File: config.mk
export PLATFORM = sky130hd
export DESIGN_NAME = player_missile_launcher_flat
export DESIGN_NICKNAME = d
export VERILOG_FILES = /design/src/rtl/space_pkg.sv /design/src/rtl/player_missile_launcher_if.sv /design/src/rtl/player_missile_launcher_missile_slot.sv /design/src/rtl/player_missile_launcher.sv /design/src/flat_wrapper.sv
export SDC_FILE = /design/constraint.sdc
export NUM_CORES = 1
export LEC_CHECK = 0
export BUFFER_PORTS_ARGS = -buffer_cell sky130_fd_sc_hd__buf_4
export CORE_MARGIN = 2
export CORE_UTILIZATION = 53
export CTS_BUF_LIST = sky130_fd_sc_hd__clkbuf_4 sky130_fd_sc_hd__clkbuf_8
export CTS_CLUSTER_SIZE = 14
export DETAILED_ROUTE_END_ITERATION = 10
export PLACE_DENSITY_LB_ADDON = 0.25
export SYNTH_ARGS = -nofsm -noshare
export SYNTH_HDL_FRONTEND = slang
export SYNTH_SLANG_ARGS = --single-unit
File: constraint.sdc
create_clock -name clk -period 2.6 [get_ports clk]
set_clock_uncertainty 0.15 [all_clocks]
set_input_delay 0.26 -clock clk [delete_from_list [all_inputs] [get_ports clk]]
set_output_delay 0.26 -clock clk [all_outputs]
set_load 0.01 [all_outputs]
File: src/rtl/space_pkg.sv
// -----------------------------------------------------------------------------
// space_pkg
// Shared constants and types for the space-shooter datapath blocks.
//   FIXED_POINT_MULTIPLIER / FP_SHIFT : fixed-point position scaling (1/64 px)
//   coord_t                           : signed 11-bit screen coordinate
//   SCREEN_W / SCREEN_H               : visible screen size in pixels
// -----------------------------------------------------------------------------
package space_pkg;

    localparam int FIXED_POINT_MULTIPLIER = 64;
    localparam int FP_SHIFT               = 6;

    localparam int SCREEN_W = 640;
    localparam int SCREEN_H = 480;

    typedef logic signed [10:0] coord_t;

endpackage

File: src/rtl/player_missile_launcher_if.sv
// -----------------------------------------------------------------------------
// player_missile_launcher_if
// Bundles the launcher's frame/keyboard/player-position inputs and its
// per-slot missile outputs.
//   master : drives startOfFrame, fireReq, playerX/Y, collision;
//            observes topLeftX/Y, activeMask, fireAck, shotsFired
//   slave  : the launcher itself (opposite directions)
// -----------------------------------------------------------------------------
interface player_missile_launcher_if
    import space_pkg::*;
#(
    parameter int NUM_SHOTS = 4
);

    logic                 startOfFrame;
    logic                 fireReq;
    logic [10:0]          playerX;
    logic [10:0]          playerY;
    logic [NUM_SHOTS-1:0] collision;

    coord_t               topLeftX [NUM_SHOTS];
    coord_t               topLeftY [NUM_SHOTS];
    logic [NUM_SHOTS-1:0] activeMask;
    logic                 fireAck;
    logic [7:0]           shotsFired;

    modport master (
        output startOfFrame, fireReq, playerX, playerY, collision,
        input  topLeftX, topLeftY, activeMask, fireAck, shotsFired
    );

    modport slave (
        input  startOfFrame, fireReq, playerX, playerY, collision,
        output topLeftX, topLeftY, activeMask, fireAck, shotsFired
    );

endinterface

File: src/rtl/player_missile_launcher_missile_slot.sv
// -----------------------------------------------------------------------------
// missile_slot
// Trajectory state of one player missile: fixed-point X/Y and an active flag.
//   clk, resetN : clock, asynchronous active-low reset
//   load        : take loadX/loadY as new position and become active
//   loadX/loadY : launch position, 32-bit signed fixed point (1/64 px)
//   step        : once-per-frame motion strobe (startOfFrame)
//   hit         : collision pulse for this slot
//   X, Y        : pixel position (fixed point >>> 6, truncated to 11 bits)
//   active      : slot currently in flight
// Priority each cycle: load, then hit, then step. A hit on an inactive slot
// (including one being loaded in the same cycle) has no effect.
// -----------------------------------------------------------------------------
module missile_slot
    import space_pkg::*;
#(
    parameter int Y_SPEED     = 256,
    parameter int TOP_LIMIT_Y = 8
) (
    input  logic               clk,
    input  logic               resetN,
    input  logic               load,
    input  logic signed [31:0] loadX,
    input  logic signed [31:0] loadY,
    input  logic               step,
    input  logic               hit,
    output coord_t             X,
    output coord_t             Y,
    output logic               active
);

    localparam logic signed [31:0] TOP_LIMIT_FP = 32'(TOP_LIMIT_Y * FIXED_POINT_MULTIPLIER);
    localparam logic signed [31:0] SPEED_FP     = 32'(Y_SPEED);

    logic signed [31:0] x_fp;
    logic signed [31:0] y_fp;

    // Pixel coordinate from fixed point: arithmetic shift keeps the sign,
    // then only the low 11 bits are kept.
    function automatic coord_t fp_to_coord(input logic signed [31:0] fp);
        logic signed [31:0] shifted;
        shifted = fp >>> FP_SHIFT;
        return coord_t'(shifted);
    endfunction

    always_ff @(posedge clk or negedge resetN) begin
        if (!resetN) begin
            x_fp   <= '0;
            y_fp   <= '0;
            active <= 1'b0;
        end else if (load) begin
            x_fp   <= loadX;
            y_fp   <= loadY;
            active <= 1'b1;
        end else if (hit && active) begin
            active <= 1'b0;
        end else if (step && active) begin
            // Retirement is decided on the pre-update Y; a retiring
            // missile keeps its last position.
            if (y_fp < TOP_LIMIT_FP) begin
                active <= 1'b0;
            end else begin
                y_fp <= y_fp - SPEED_FP;
            end
        end
    end

    assign X = fp_to_coord(x_fp);
    assign Y = fp_to_coord(y_fp);

endmodule

File: src/rtl/player_missile_launcher.sv
// -----------------------------------------------------------------------------
// player_missile_launcher
// Owns the pool of upward-travelling player missiles: turns a fire key press
// into one launched missile, moves missiles each frame and retires them on
// collision or at the top of the screen.
//   clk, resetN : clock, asynchronous active-low reset
//   bus.startOfFrame : 1-cycle frame strobe
//   bus.fireReq      : fire key level
//   bus.playerX/Y    : player top-left position (px)
//   bus.collision    : per-slot hit pulses
//   bus.topLeftX/Y   : per-slot missile position (px, signed)
//   bus.activeMask   : per-slot in-flight flags
//   bus.fireAck      : 1-cycle pulse the cycle after a launch frame strobe
//   bus.shotsFired   : wrapping launch counter
// -----------------------------------------------------------------------------
module player_missile_launcher
    import space_pkg::*;
#(
    parameter int NUM_SHOTS       = 4,
    parameter int Y_SPEED         = 256,
    parameter int TOP_LIMIT_Y     = 8,
    parameter int COOLDOWN_FRAMES = 10,
    parameter int X_OFFSET        = 14
) (
    input logic                      clk,
    input logic                      resetN,
    player_missile_launcher_if.slave bus
);

    localparam int CD_W = $clog2(COOLDOWN_FRAMES + 2);

    logic                 fireReq_d;
    logic                 pending;
    logic [CD_W-1:0]      cooldown;
    logic [NUM_SHOTS-1:0] active;
    logic [NUM_SHOTS-1:0] load_sel;
    logic                 free_any;
    logic                 fire_rise;
    logic                 cd_zero;
    logic                 launch;
    logic signed [31:0]   load_x_fp;
    logic signed [31:0]   load_y_fp;

    assign fire_rise = bus.fireReq & ~fireReq_d;
    assign cd_zero   = (cooldown == '0);
    assign launch    = bus.startOfFrame & pending & cd_zero & free_any;

    // Launch position in fixed point; playerX/Y are unsigned pixels.
    assign load_x_fp = ($signed({21'd0, bus.playerX}) + 32'(X_OFFSET)) * 32'(FIXED_POINT_MULTIPLIER);
    assign load_y_fp = $signed({21'd0, bus.playerY}) * 32'(FIXED_POINT_MULTIPLIER);

    // Lowest-index inactive slot, one-hot.
    always_comb begin
        load_sel = '0;
        free_any = 1'b0;
        for (int i = 0; i < NUM_SHOTS; i++) begin
            if (!active[i] && !free_any) begin
                load_sel[i] = 1'b1;
                free_any    = 1'b1;
            end
        end
    end

    always_ff @(posedge clk or negedge resetN) begin
        if (!resetN) begin
            fireReq_d <= 1'b0;
        end else begin
            fireReq_d <= bus.fireReq;
        end
    end

    // A fresh press always arms; otherwise a frame strobe with the cooldown
    // expired consumes the request, whether it launched or found no slot.
    always_ff @(posedge clk or negedge resetN) begin
        if (!resetN) begin
            pending <= 1'b0;
        end else if (fire_rise) begin
            pending <= 1'b1;
        end else if (bus.startOfFrame && pending && cd_zero) begin
            pending <= 1'b0;
        end
    end

    always_ff @(posedge clk or negedge resetN) begin
        if (!resetN) begin
            cooldown <= '0;
        end else if (launch) begin
            cooldown <= CD_W'(COOLDOWN_FRAMES);
        end else if (bus.startOfFrame && !cd_zero) begin
            cooldown <= cooldown - 1'b1;
        end
    end

    always_ff @(posedge clk or negedge resetN) begin
        if (!resetN) begin
            bus.fireAck    <= 1'b0;
            bus.shotsFired <= '0;
        end else begin
            bus.fireAck <= launch;
            if (launch) begin
                bus.shotsFired <= bus.shotsFired + 8'd1;
            end
        end
    end

    for (genvar g = 0; g < NUM_SHOTS; g++) begin : g_slot
        missile_slot #(
            .Y_SPEED     (Y_SPEED),
            .TOP_LIMIT_Y (TOP_LIMIT_Y)
        ) u_slot (
            .clk    (clk),
            .resetN (resetN),
            .load   (launch & load_sel[g]),
            .loadX  (load_x_fp),
            .loadY  (load_y_fp),
            .step   (bus.startOfFrame),
            .hit    (bus.collision[g]),
            .X      (bus.topLeftX[g]),
            .Y      (bus.topLeftY[g]),
            .active (active[g])
        );
    end

    assign bus.activeMask = active;

endmodule
File: src/flat_wrapper.sv
// flat-port wrapper written by rule: the top's interface ports become plain ports
module player_missile_launcher_flat import space_pkg::*;
#(
    parameter int NUM_SHOTS       = 4,
    parameter int Y_SPEED         = 256,
    parameter int TOP_LIMIT_Y     = 8,
    parameter int COOLDOWN_FRAMES = 10,
    parameter int X_OFFSET        = 14
)
  (clk, resetN, bus_startOfFrame, bus_fireReq, bus_playerX, bus_playerY, bus_collision, bus_topLeftX, bus_topLeftY, bus_activeMask, bus_fireAck, bus_shotsFired);
  player_missile_launcher_if #(.NUM_SHOTS(NUM_SHOTS)) bus_i ();
  input logic clk;
  input logic resetN;
  input wire logic [$bits(bus_i.startOfFrame)-1:0] bus_startOfFrame;
  input wire logic [$bits(bus_i.fireReq)-1:0] bus_fireReq;
  input wire logic [$bits(bus_i.playerX)-1:0] bus_playerX;
  input wire logic [$bits(bus_i.playerY)-1:0] bus_playerY;
  input wire logic [$bits(bus_i.collision)-1:0] bus_collision;
  output wire logic [$bits(bus_i.topLeftX)-1:0] bus_topLeftX;
  output wire logic [$bits(bus_i.topLeftY)-1:0] bus_topLeftY;
  output wire logic [$bits(bus_i.activeMask)-1:0] bus_activeMask;
  output wire logic [$bits(bus_i.fireAck)-1:0] bus_fireAck;
  output wire logic [$bits(bus_i.shotsFired)-1:0] bus_shotsFired;
  assign bus_i.startOfFrame = bus_startOfFrame;
  assign bus_i.fireReq = bus_fireReq;
  assign bus_i.playerX = bus_playerX;
  assign bus_i.playerY = bus_playerY;
  assign bus_i.collision = bus_collision;
  assign bus_topLeftX = {>>{bus_i.topLeftX}};
  assign bus_topLeftY = {>>{bus_i.topLeftY}};
  assign bus_activeMask = bus_i.activeMask;
  assign bus_fireAck = bus_i.fireAck;
  assign bus_shotsFired = bus_i.shotsFired;
  player_missile_launcher #(.NUM_SHOTS(NUM_SHOTS), .Y_SPEED(Y_SPEED), .TOP_LIMIT_Y(TOP_LIMIT_Y), .COOLDOWN_FRAMES(COOLDOWN_FRAMES), .X_OFFSET(X_OFFSET)) u_core (.clk(clk), .resetN(resetN), .bus(bus_i));
endmodule
==> results.cfg, run 1 <==
[run_status]
status = finished, violations left
violations = negative setup slack

[sta]
hold_ws_ns = 0.0282
slew_violations = 0
slew_headroom_pct = 51.0
rsz0062_at_grt = yes
clock.fmax_mhz = 382
hold_violations = 0
fin_setup_tns_ns = -0.0482
setup_viol = 4
min_period_ns = 2.62
setup_ws_ns = -0.0190
tightest_slew_ns = 0.729
fin_crit_sh_pct = 101

[synthesis]
ys_types = 57
synth_top_cells_by_count = dfrtp_1, nand2_1, nor2_1
synth_top_area_share_pct = 50.4
avgSynthCellArea_sq_um = 9.30
yosysWarnings = 0
synth_top_area_cell = dfrtp_1
netlist_area_sq_mm = 0.00829
synth-seq-cells = 167
synth.top_cells.by_area = dfrtp_1, nand2_1, o21ai_0
postSynthCellCount = 891
synth_edf_count = 0
ys_seq_area_share_pct = 50.4
synth.most_common_cell = dfrtp_1
synth-async-reset-ratio_pct = 100
syn-num-nets = 929
ys.flop_type = dfrtp_1

[global_route]
grt-ovfl-total = 0
grt_usage_pct = 26.9
grt_pass1_vias = 6742
grt_max_degree = 58
grt_pass1_wl_mm = 34.6
antenna_found_initial = 0

[setup_path]
end_kind = register
cp_max_fo = 4
critical-path-top-delay-family = simple AND/OR/NAND/NOR gates
max_stage_delay_ns = 0.51
r2r_slack_ns = -0.02
reg2regPathDepth = 8
cp_cell_sequence = inv_1 > ha_2 > or3b_4 > or3_4 > or3_4 > or4_4 > nand3_2 > o21ai_2
timing.rr.end = u_core.g_slot[3].u_slot.y_fp[18]
critPathSlowestCell = or4_4
r2r-start = u_core.g_slot[3].u_slot.y_fp[9]
worstPathArrival_ns = 2.81
path_class = reg2reg
cp-start-kind = register
worst-path-buf-inv = 1
required_ns = 2.79
worst_path_most_repeated_cell = or3_4

[pwr]
p_per_area_mw_per_mm2 = 697
intPower_mw = 5.01
p_sw_mw = 2.28
switching_share_pct = 31.3
ir_worst_vdd_mv = 0.578
power_frac_seq_pct = 45.0
p_leak_nw = 5.09
comb_power_share_pct = 25.0
power_frac_clock_pct = 30.0

[run]
drv_cap = 0

[placed_design]
dpl_cell_area_sq_mm = 0.00963
io_buffers = 130
place_congestion = 0.873
place_hpwl_mm = 15.1

[hold_path]
min-delay-start = bus_startOfFrame
hold_depth = 3
whs_endpoint = u_core.cooldown[2]
hold_class = in2reg

[finish]
stdcell_area_sq_mm = 0.0105
drive_gt1_share_pct = 25.9
fin_nets = 1086
area_growth_pct = 26.2
fill_cells = 1188
fin_util_pct = 68.6
diodes = 0

[clock_tree]
clockBufferDepth = 2
clk_pin_slew_ns = 0.09
ctsHtreeMaxLevel = 4
cts_made_buffers = 17
cts_sinks = 167
clock_latency_ns = 0.46
cts-root-buf = clkbuf_8
cts_tree = built

[drt]
routed_wl_mm = 21.6
routed_via_density = 5.54
ant_nets = 0
firstDrtPassIters = 5
wl_per_cell_microns = 17.0
vias = 7045
drc = 0
drt_iter0_markers = 516

[floorplanning]
core_area_sq_mm = 0.0153
ios = 131
die_area_sq_mm = 0.0167
dieHeight_microns = 129
die_width_microns = 129
start_util_pct = 54.3
num_rows = 45
[through the flow]
step	setup slack [ns]	std cells	total power [mW]
after floorplan	-0.0691	891	4.32
after global placement	-0.0128	1215	5.06
after detailed placement	-0.0762	1215	5.11
after CTS	0.00601	1267	7.31
after global routing	-0.111	1272	7.69
final	-0.0190	1272	7.29
[worst register-to-register path, cell delays in order (launching register included)]
cell	delay, ns
dfrtp_1	0.39
inv_1	0.06
ha_2	0.17
or3b_4	0.38
or3_4	0.33
or3_4	0.37
or4_4	0.51
nand3_2	0.08
o21ai_2	0.06
[cell families after synthesis]
logic type	Yosys count	share of synthesized area (%)
AND/OR/NAND/NOR	393	23.3
flip-flops	167	50.4
AO/OA/AOI/OAI	164	12.0
buffers and inverters	101	6.78
XOR/XNOR	50	5.28
multiplexers	8	0.981
adder cells (fa/ha/maj)	8	1.21
[layer usage]
layer  GRT usage, %  share of wire, %  vias up  wire (microns)
met4           7.80               2.0        0             425
met2           41.4                47      204           10200
li1               -                 -     3399               -
met3           6.44               5.3       32            1150
met5              0                 0        -               0
met1           38.4                46     3410            9830
[state kept, by name (all words and copies together) (netlist names)]
register	count
u_core.fireReq_d	1
u_core.cooldown	4
u_core.bus.shotsFired	8
u_core.bus.fireAck	1
u_core.pending	1
u_core.g_slot.u_slot.x_fp	44
u_core.g_slot.u_slot.active	4
u_core.g_slot.u_slot.y_fp	104
[power groups by stage]
stage	registers, mW	clock network (mW)	logic, mW
after global placement	3.31	0	1.74
after global routing	3.34	2.34	2.02
after detailed placement	3.32	0	1.79
final	3.28	2.19	1.83
after CTS	3.27	2.21	1.82
after floorplan	3.32	0	0.994
[layout make-up]
class	instances	area, sq um	share of cell area (%)
multi-input cells	623	3690	35.3
clock inverters	14	221	2.12
inverters	19	71.3	0.682
flip-flops and latches	167	4180	39.9
clock buffers	18	248	2.37
well taps	211	264	2.52
repair buffers	220	1790	17.1
[placed cells by master, fill, tap and decap left out, types with 21 or more instances in the layout]
cell,count
nor3_1,21
xnor2_1,25
nand2_1,141
buf_4,192
dfrtp_1,167
nand3_1,31
o21ai_0,69
xor2_1,25
a21oi_1,27
nor2_1,77
[worst max-delay path by stage]
stage,from,to,slack [ns],depth (start not counted)
2_1_floorplan,u_core.g_slot[3].u_slot.y_fp[8],u_core.g_slot[3].u_slot.y_fp[22],-0.07,9
3_3_place_gp,u_core.cooldown[0],u_core.g_slot[1].u_slot.x_fp[9],-0.01,8
3_5_place_dp,u_core.cooldown[0],u_core.g_slot[1].u_slot.x_fp[14],-0.08,8
4_1_cts,u_core.cooldown[0],u_core.bus.shotsFired[7],0.006,9
5_1_grt,u_core.g_slot[2].u_slot.y_fp[18],u_core.g_slot[2].u_slot.y_fp[14],-0.11,6
6_report,u_core.g_slot[3].u_slot.y_fp[9],u_core.g_slot[3].u_slot.y_fp[18],-0.02,8
[timing repair]
item | CTS | global route
pin swaps | 2 | 10
resized for setup | 11 | 20
setup buffers | 1 | 5
hold buffers | 19 | 0
endpoints found under the setup margin | 26 | 44
cloned | 0 | 0
endpoints found under the hold margin | 105 | 0
(Power assumes the default switching activity.)
==> run 2: changes to the inputs <==
--- a/config.mk
+++ b/config.mk
@@ -12,6 +12,7 @@
 export CTS_CLUSTER_SIZE = 14
 export DETAILED_ROUTE_END_ITERATION = 10
 export PLACE_DENSITY_LB_ADDON = 0.25
+export RECOVER_POWER = 25
 export SYNTH_ARGS = -nofsm -noshare
 export SYNTH_HDL_FRONTEND = slang
 export SYNTH_SLANG_ARGS = --single-unit
==> results.cfg, run 2 (same netlist as run 1, synthesis figures left out) <==
[run_status]
status = finished, violations left
violations = negative setup slack

[global_route]
grt_pass1_vias = 6742
grt_usage_pct = 26.9
grt_pass1_wl_mm = 34.6
grt_max_degree = 58
antenna_found_initial = 0
grt-ovfl-total = 0

[clock_tree]
clock_latency_ns = 0.46
clk_pin_slew_ns = 0.09
cts_tree = built
cts_made_buffers = 17
cts-root-buf = clkbuf_8
ctsHtreeMaxLevel = 4
clockBufferDepth = 2
cts_sinks = 167

[placed_design]
dpl_cell_area_sq_mm = 0.00963
io_buffers = 130
place_congestion = 0.873
place_hpwl_mm = 15.1

[setup_path]
max_stage_delay_ns = 0.51
cp-start-kind = register
worst_path_most_repeated_cell = or3_4
worst-path-buf-inv = 1
r2r_slack_ns = -0.02
r2r-start = u_core.g_slot[3].u_slot.y_fp[9]
critPathSlowestCell = or4_4
path_class = reg2reg
end_kind = register
cp_cell_sequence = inv_1 > ha_2 > or3b_4 > or3_4 > or3_4 > or4_4 > nand3_2 > o21ai_2
critical-path-top-delay-family = simple AND/OR/NAND/NOR gates
crit_start = u_core.g_slot[3].u_slot.y_fp[9]
required_ns = 2.79
cp_max_fo = 4
worstPathArrival_ns = 2.81

[drt]
wl_per_cell_microns = 16.9
drc = 0
drt_iter0_markers = 531
vias = 7075
routed_via_density = 5.56
routed_wl_mm = 21.5
ant_nets = 0
firstDrtPassIters = 5

[sta]
setup_ws_ns = -0.0195
min_period_ns = 2.62
tightest_slew_ns = 1.39
setup_viol = 4
slew_violations = 0
fin_setup_tns_ns = -0.0515
clock.fmax_mhz = 382
hold_violations = 0
slew_headroom_pct = 7.57
fin_crit_sh_pct = 101
rsz0062_at_grt = yes

[finish]
diodes = 0
drive_gt1_share_pct = 25.8
reg.largest.list = u_core.g_slot.u_slot.y_fp: 104 flops, u_core.g_slot.u_slot.x_fp: 44 flops, u_core.bus.shotsFired: 8 flops
area_growth_pct = 25.8
layout_common_cells = buf_4, dfrtp_1, nand2_1, nor2_1, o21ai_0
fin_nets = 1086
layout_commonest_cell = buf_4
stdcell_area_sq_mm = 0.0104
fin_util_pct = 68.3
regMostFlops = u_core.g_slot.u_slot.y_fp
largest_reg_flops = 104

[pwr]
ir_worst_vdd_mv = 0.576
p_sw_mw = 2.28
switching_share_pct = 31.3
p_per_area_mw_per_mm2 = 698
power_frac_seq_pct = 45.1
intPower_mw = 5.00
p_leak_nw = 5.07
comb_power_share_pct = 25.0
power_frac_clock_pct = 30.0

[hold_path]
hold_class = in2reg
min-delay-start = bus_startOfFrame

[floorplanning]
dieHeight_microns = 129
die_area_sq_mm = 0.0167
num_rows = 45
start_util_pct = 54.3
core_area_sq_mm = 0.0153
ios = 131
die_width_microns = 129

[run]
drv_cap = 0
run 2: worst register-to-register path, stage by stage, from the launching register on:
cell	delay, ns
dfrtp_1	0.39
inv_1	0.06
ha_2	0.17
or3b_4	0.38
or3_4	0.34
or3_4	0.37
or4_4	0.51
nand3_2	0.08
o21ai_2	0.06
run 2: stage by stage:
stage | hold slack, ns | total power, mW | cells | worst slack (ns)
3_3_place_gp | 0.116 | 5.06 | 1215 | -0.0128
5_1_grt | 0.0133 | 7.68 | 1272 | -0.111
3_5_place_dp | 0.114 | 5.11 | 1215 | -0.0762
2_1_floorplan | -0.186 | 4.32 | 891 | -0.0691
4_1_cts | 0.00580 | 7.31 | 1267 | 0.00601
6_report | 0.0275 | 7.28 | 1272 | -0.0195
run 2: timing repair:
item / CTS / global route
resized for setup: 11 / 20
buffers inserted: 1 / 5
hold buffers: 19 / 0
endpoints found under the hold margin: 105 / 0
pin swaps: 2 / 10
cloned: 0 / 0
setup endpoints to repair: 26 / 44
run 2: path summary, 6_finish.rpt:
check	end	depth (start not counted)
worst max-delay path	u_core.g_slot[3].u_slot.y_fp[18]	8
worst min-delay path	u_core.cooldown[2]	3
worst max register to register	u_core.g_slot[3].u_slot.y_fp[18]	8
worst min register to register	u_core.pending	1
max in group asynchronous	u_core.g_slot[0].u_slot.x_fp[13]	3
min in group asynchronous	u_core.g_slot[3].u_slot.y_fp[24]	2
run 2: power by group through the flow:
stage,clock (mW),combinational [mW],sequential (mW)
5_1_grt,2.34,2.01,3.34
6_report,2.18,1.82,3.28
4_1_cts,2.21,1.82,3.27
3_5_place_dp,0,1.79,3.32
2_1_floorplan,0,0.994,3.32
3_3_place_gp,0,1.74,3.31
run 2: metal layers:
| layer | global-route usage [%] | routed length [microns] | up-vias |
|---|---|---|---|
| met5 | 0 | 0 | - |
| met3 | 6.44 | 1350 | 30 |
| li1 | - | - | 3404 |
| met2 | 41.4 | 10200 | 225 |
| met4 | 7.80 | 425 | 0 |
| met1 | 38.4 | 9520 | 3416 |
run 2: layout make-up:
| class | count | area [sq um] |
|---|---|---|
| well taps | 211 | 264 |
| fillers | 1193 | 4830 |
| repair buffers | 220 | 1750 |
| flip-flops and latches | 167 | 4180 |
| multi-input cells | 623 | 3690 |
| clock buffers | 18 | 248 |
| inverters | 19 | 71.3 |
| clock inverters | 14 | 221 |
==> run 3: changes to the inputs <==
--- a/config.mk
+++ b/config.mk
@@ -7,12 +7,14 @@
 export LEC_CHECK = 0
 export BUFFER_PORTS_ARGS = -buffer_cell sky130_fd_sc_hd__buf_4
 export CORE_MARGIN = 2
-export CORE_UTILIZATION = 53
+export CORE_UTILIZATION = 35
 export CTS_BUF_LIST = sky130_fd_sc_hd__clkbuf_4 sky130_fd_sc_hd__clkbuf_8
 export CTS_CLUSTER_SIZE = 14
 export DETAILED_ROUTE_END_ITERATION = 10
 export PLACE_DENSITY_LB_ADDON = 0.25
 export RECOVER_POWER = 25
+export SETUP_SLACK_MARGIN = 0.5
+export SKIP_CTS_REPAIR_TIMING = 1
 export SYNTH_ARGS = -nofsm -noshare
 export SYNTH_HDL_FRONTEND = slang
 export SYNTH_SLANG_ARGS = --single-unit
==> results.cfg, run 3 (same netlist as run 1, synthesis figures left out) <==
[run_status]
status = finished clean

[global_route]
grt_usage_pct = 18.5
grt_pass1_wl_mm = 35.5
use_met1_pct = 26.1
grt-ovfl-total = 0
antenna_found_initial = 0
busiest_layer = met2
grt_util_met3_pct = 4.00
grt_pass1_vias = 6461
grt_max_degree = 56
grtUsageMet2_pct = 29.0

[clock_tree]
clk_pin_slew_ns = 0.09
clockBufferDepth = 2
cts_sinks = 167
cts_made_buffers = 17
cts_tree = built
cts-root-buf = clkbuf_8
clock_latency_ns = 0.46
ctsHtreeMaxLevel = 4

[drt]
routed_via_density = 5.24
wl_per_cell_microns = 18.9
routed_wl_mm = 27.2
firstDrtPassIters = 5
vias = 7546
ant_nets = 0
drt_iter0_markers = 560
drc = 0

[run]
drv_cap = 0

[finish]
regMostFlops = u_core.g_slot.u_slot.y_fp
stdcell_area_sq_mm = 0.0130
largest_reg_flops = 104
final_cells = 1441
fin_nets = 1147
layout_commonest_cell = buf_4
reg.largest.list = u_core.g_slot.u_slot.y_fp: 104 flops, u_core.g_slot.u_slot.x_fp: 44 flops, u_core.bus.shotsFired: 8 flops
layout_common_cells = buf_4, dfrtp_1, nand2_1, nor2_1
drive_gt1_share_pct = 51.3
area_growth_pct = 57.0
diodes = 0

[setup_path]
cp_max_fo = 5
r2r_slack_ns = 0.002
crit_end = u_core.g_slot[3].u_slot.y_fp[30]
reg2regPathDepth = 9
cp-start-kind = register
timing.rr.end = u_core.g_slot[3].u_slot.y_fp[30]
crit_start = u_core.g_slot[3].u_slot.y_fp[9]
r2r-start = u_core.g_slot[3].u_slot.y_fp[9]
worstPathArrival_ns = 2.80
path_class = reg2reg
required_ns = 2.81
end_kind = register

[sta]
tightest_slew_ns = 1.43
rsz0062_at_grt = yes
hold_violations = 0
setup_ws_ns = 0.00200
setup_viol = 0
fin_setup_tns_ns = 0
min_period_ns = 2.60
slew_headroom_pct = 4.89
slew_violations = 0
fin_crit_sh_pct = 99.9
clock.fmax_mhz = 385

[pwr]
power_mw = 8.06
p_sw_mw = 2.77
ir_worst_vdd_mv = 0.466
intPower_mw = 5.29
comb_power_share_pct = 33.4
power_frac_seq_pct = 42.1
power_frac_clock_pct = 24.5
p_per_area_mw_per_mm2 = 619
p_leak_nw = 5.84
switching_share_pct = 34.4

[floorplanning]
die_area_sq_mm = 0.0249
die_width_microns = 158
dieHeight_microns = 158
num_rows = 56
ios = 131
core_area_sq_mm = 0.0233
start_util_pct = 35.5

[placed_design]
place_hpwl_mm = 16.3
io_buffers = 130
placedCellCount = 1304
post-place-ws_ns = -0.0881
dpl_cell_area_sq_mm = 0.00988
place_congestion = 0.848

[hold_path]
hold_depth = 3
hold_class = in2reg
==> run 3: changes by cell type in the layout (fill, tap and decap cells not counted), moves of 16 or more <==
cell and change:
nand3_1 -16, nor2_4 +17, nor2_1 -21, nand2_2 +32, nand2_1 -68, buf_6 +34, o21ai_2 +24, a21oi_1 -20
nand2_4 +33, o21ai_1 +30, o21ai_0 -55, a21oi_2 +17
==> run 3: final cells by class <==
class                      count  area, sq um
timing repair buffer         279         2670
multi-input combinational    625         5270
clock inverter                12          153
tap                          319          399
fill                        2010        10300
sequential                   167         4190
inverter                      19         71.3
clock buffer                  20          256
==> run 3: power by group through the flow <==
stage / Combinational [mW] / Clock, mW / Sequential (mW)
finish: 2.69 / 1.98 / 3.39
CTS: 1.80 / 2.01 / 3.30
global placement: 1.76 / 0 / 3.35
detailed placement: 1.79 / 0 / 3.35
floorplan: 1.15 / 0 / 3.34
global route: 2.88 / 2.15 / 3.44
==> run 3: how the worst min path moves through the flow <==
stage	startpoint	endpoint	slack, ns
after floorplan	resetN	u_core.bus.fireAck	-0.19
after global placement	resetN	u_core.g_slot[0].u_slot.y_fp[14]	0.1
after detailed placement	resetN	u_core.g_slot[0].u_slot.y_fp[14]	0.09
after CTS	resetN	u_core.g_slot[0].u_slot.y_fp[14]	-0.43
after global routing	bus_playerX[10]	u_core.g_slot[0].u_slot.x_fp[16]	0.03
final	bus_playerX[10]	u_core.g_slot[0].u_slot.x_fp[16]	0.04
==> run 3: critical path, stage by stage (launching register included) <==
cell and delay [ns]:
dfrtp_1 0.38, inv_1 0.08, ha_2 0.18, or3b_4 0.38, or3_4 0.34, or3_4 0.41, buf_6 0.16, nor4_4 0.21
xnor2_1 0.14, nor2_1 0.06
==> run 3: metal layers <==
layer	wire (microns)	vias to the layer above
li1	-	3526
met2	13300	224
met1	12100	3776
met3	1530	20
met4	297	0
met5	0	-
==> run 3: per-stage QoR <==
step | utilization, % | hold WS (ns)
finish | 55.8 | 0.0436
global placement | 42.4 | 0.0979
detailed placement | 42.4 | 0.0904
global route | 55.8 | 0.0266
floorplan | - | -0.186
CTS | 44.1 | -0.427
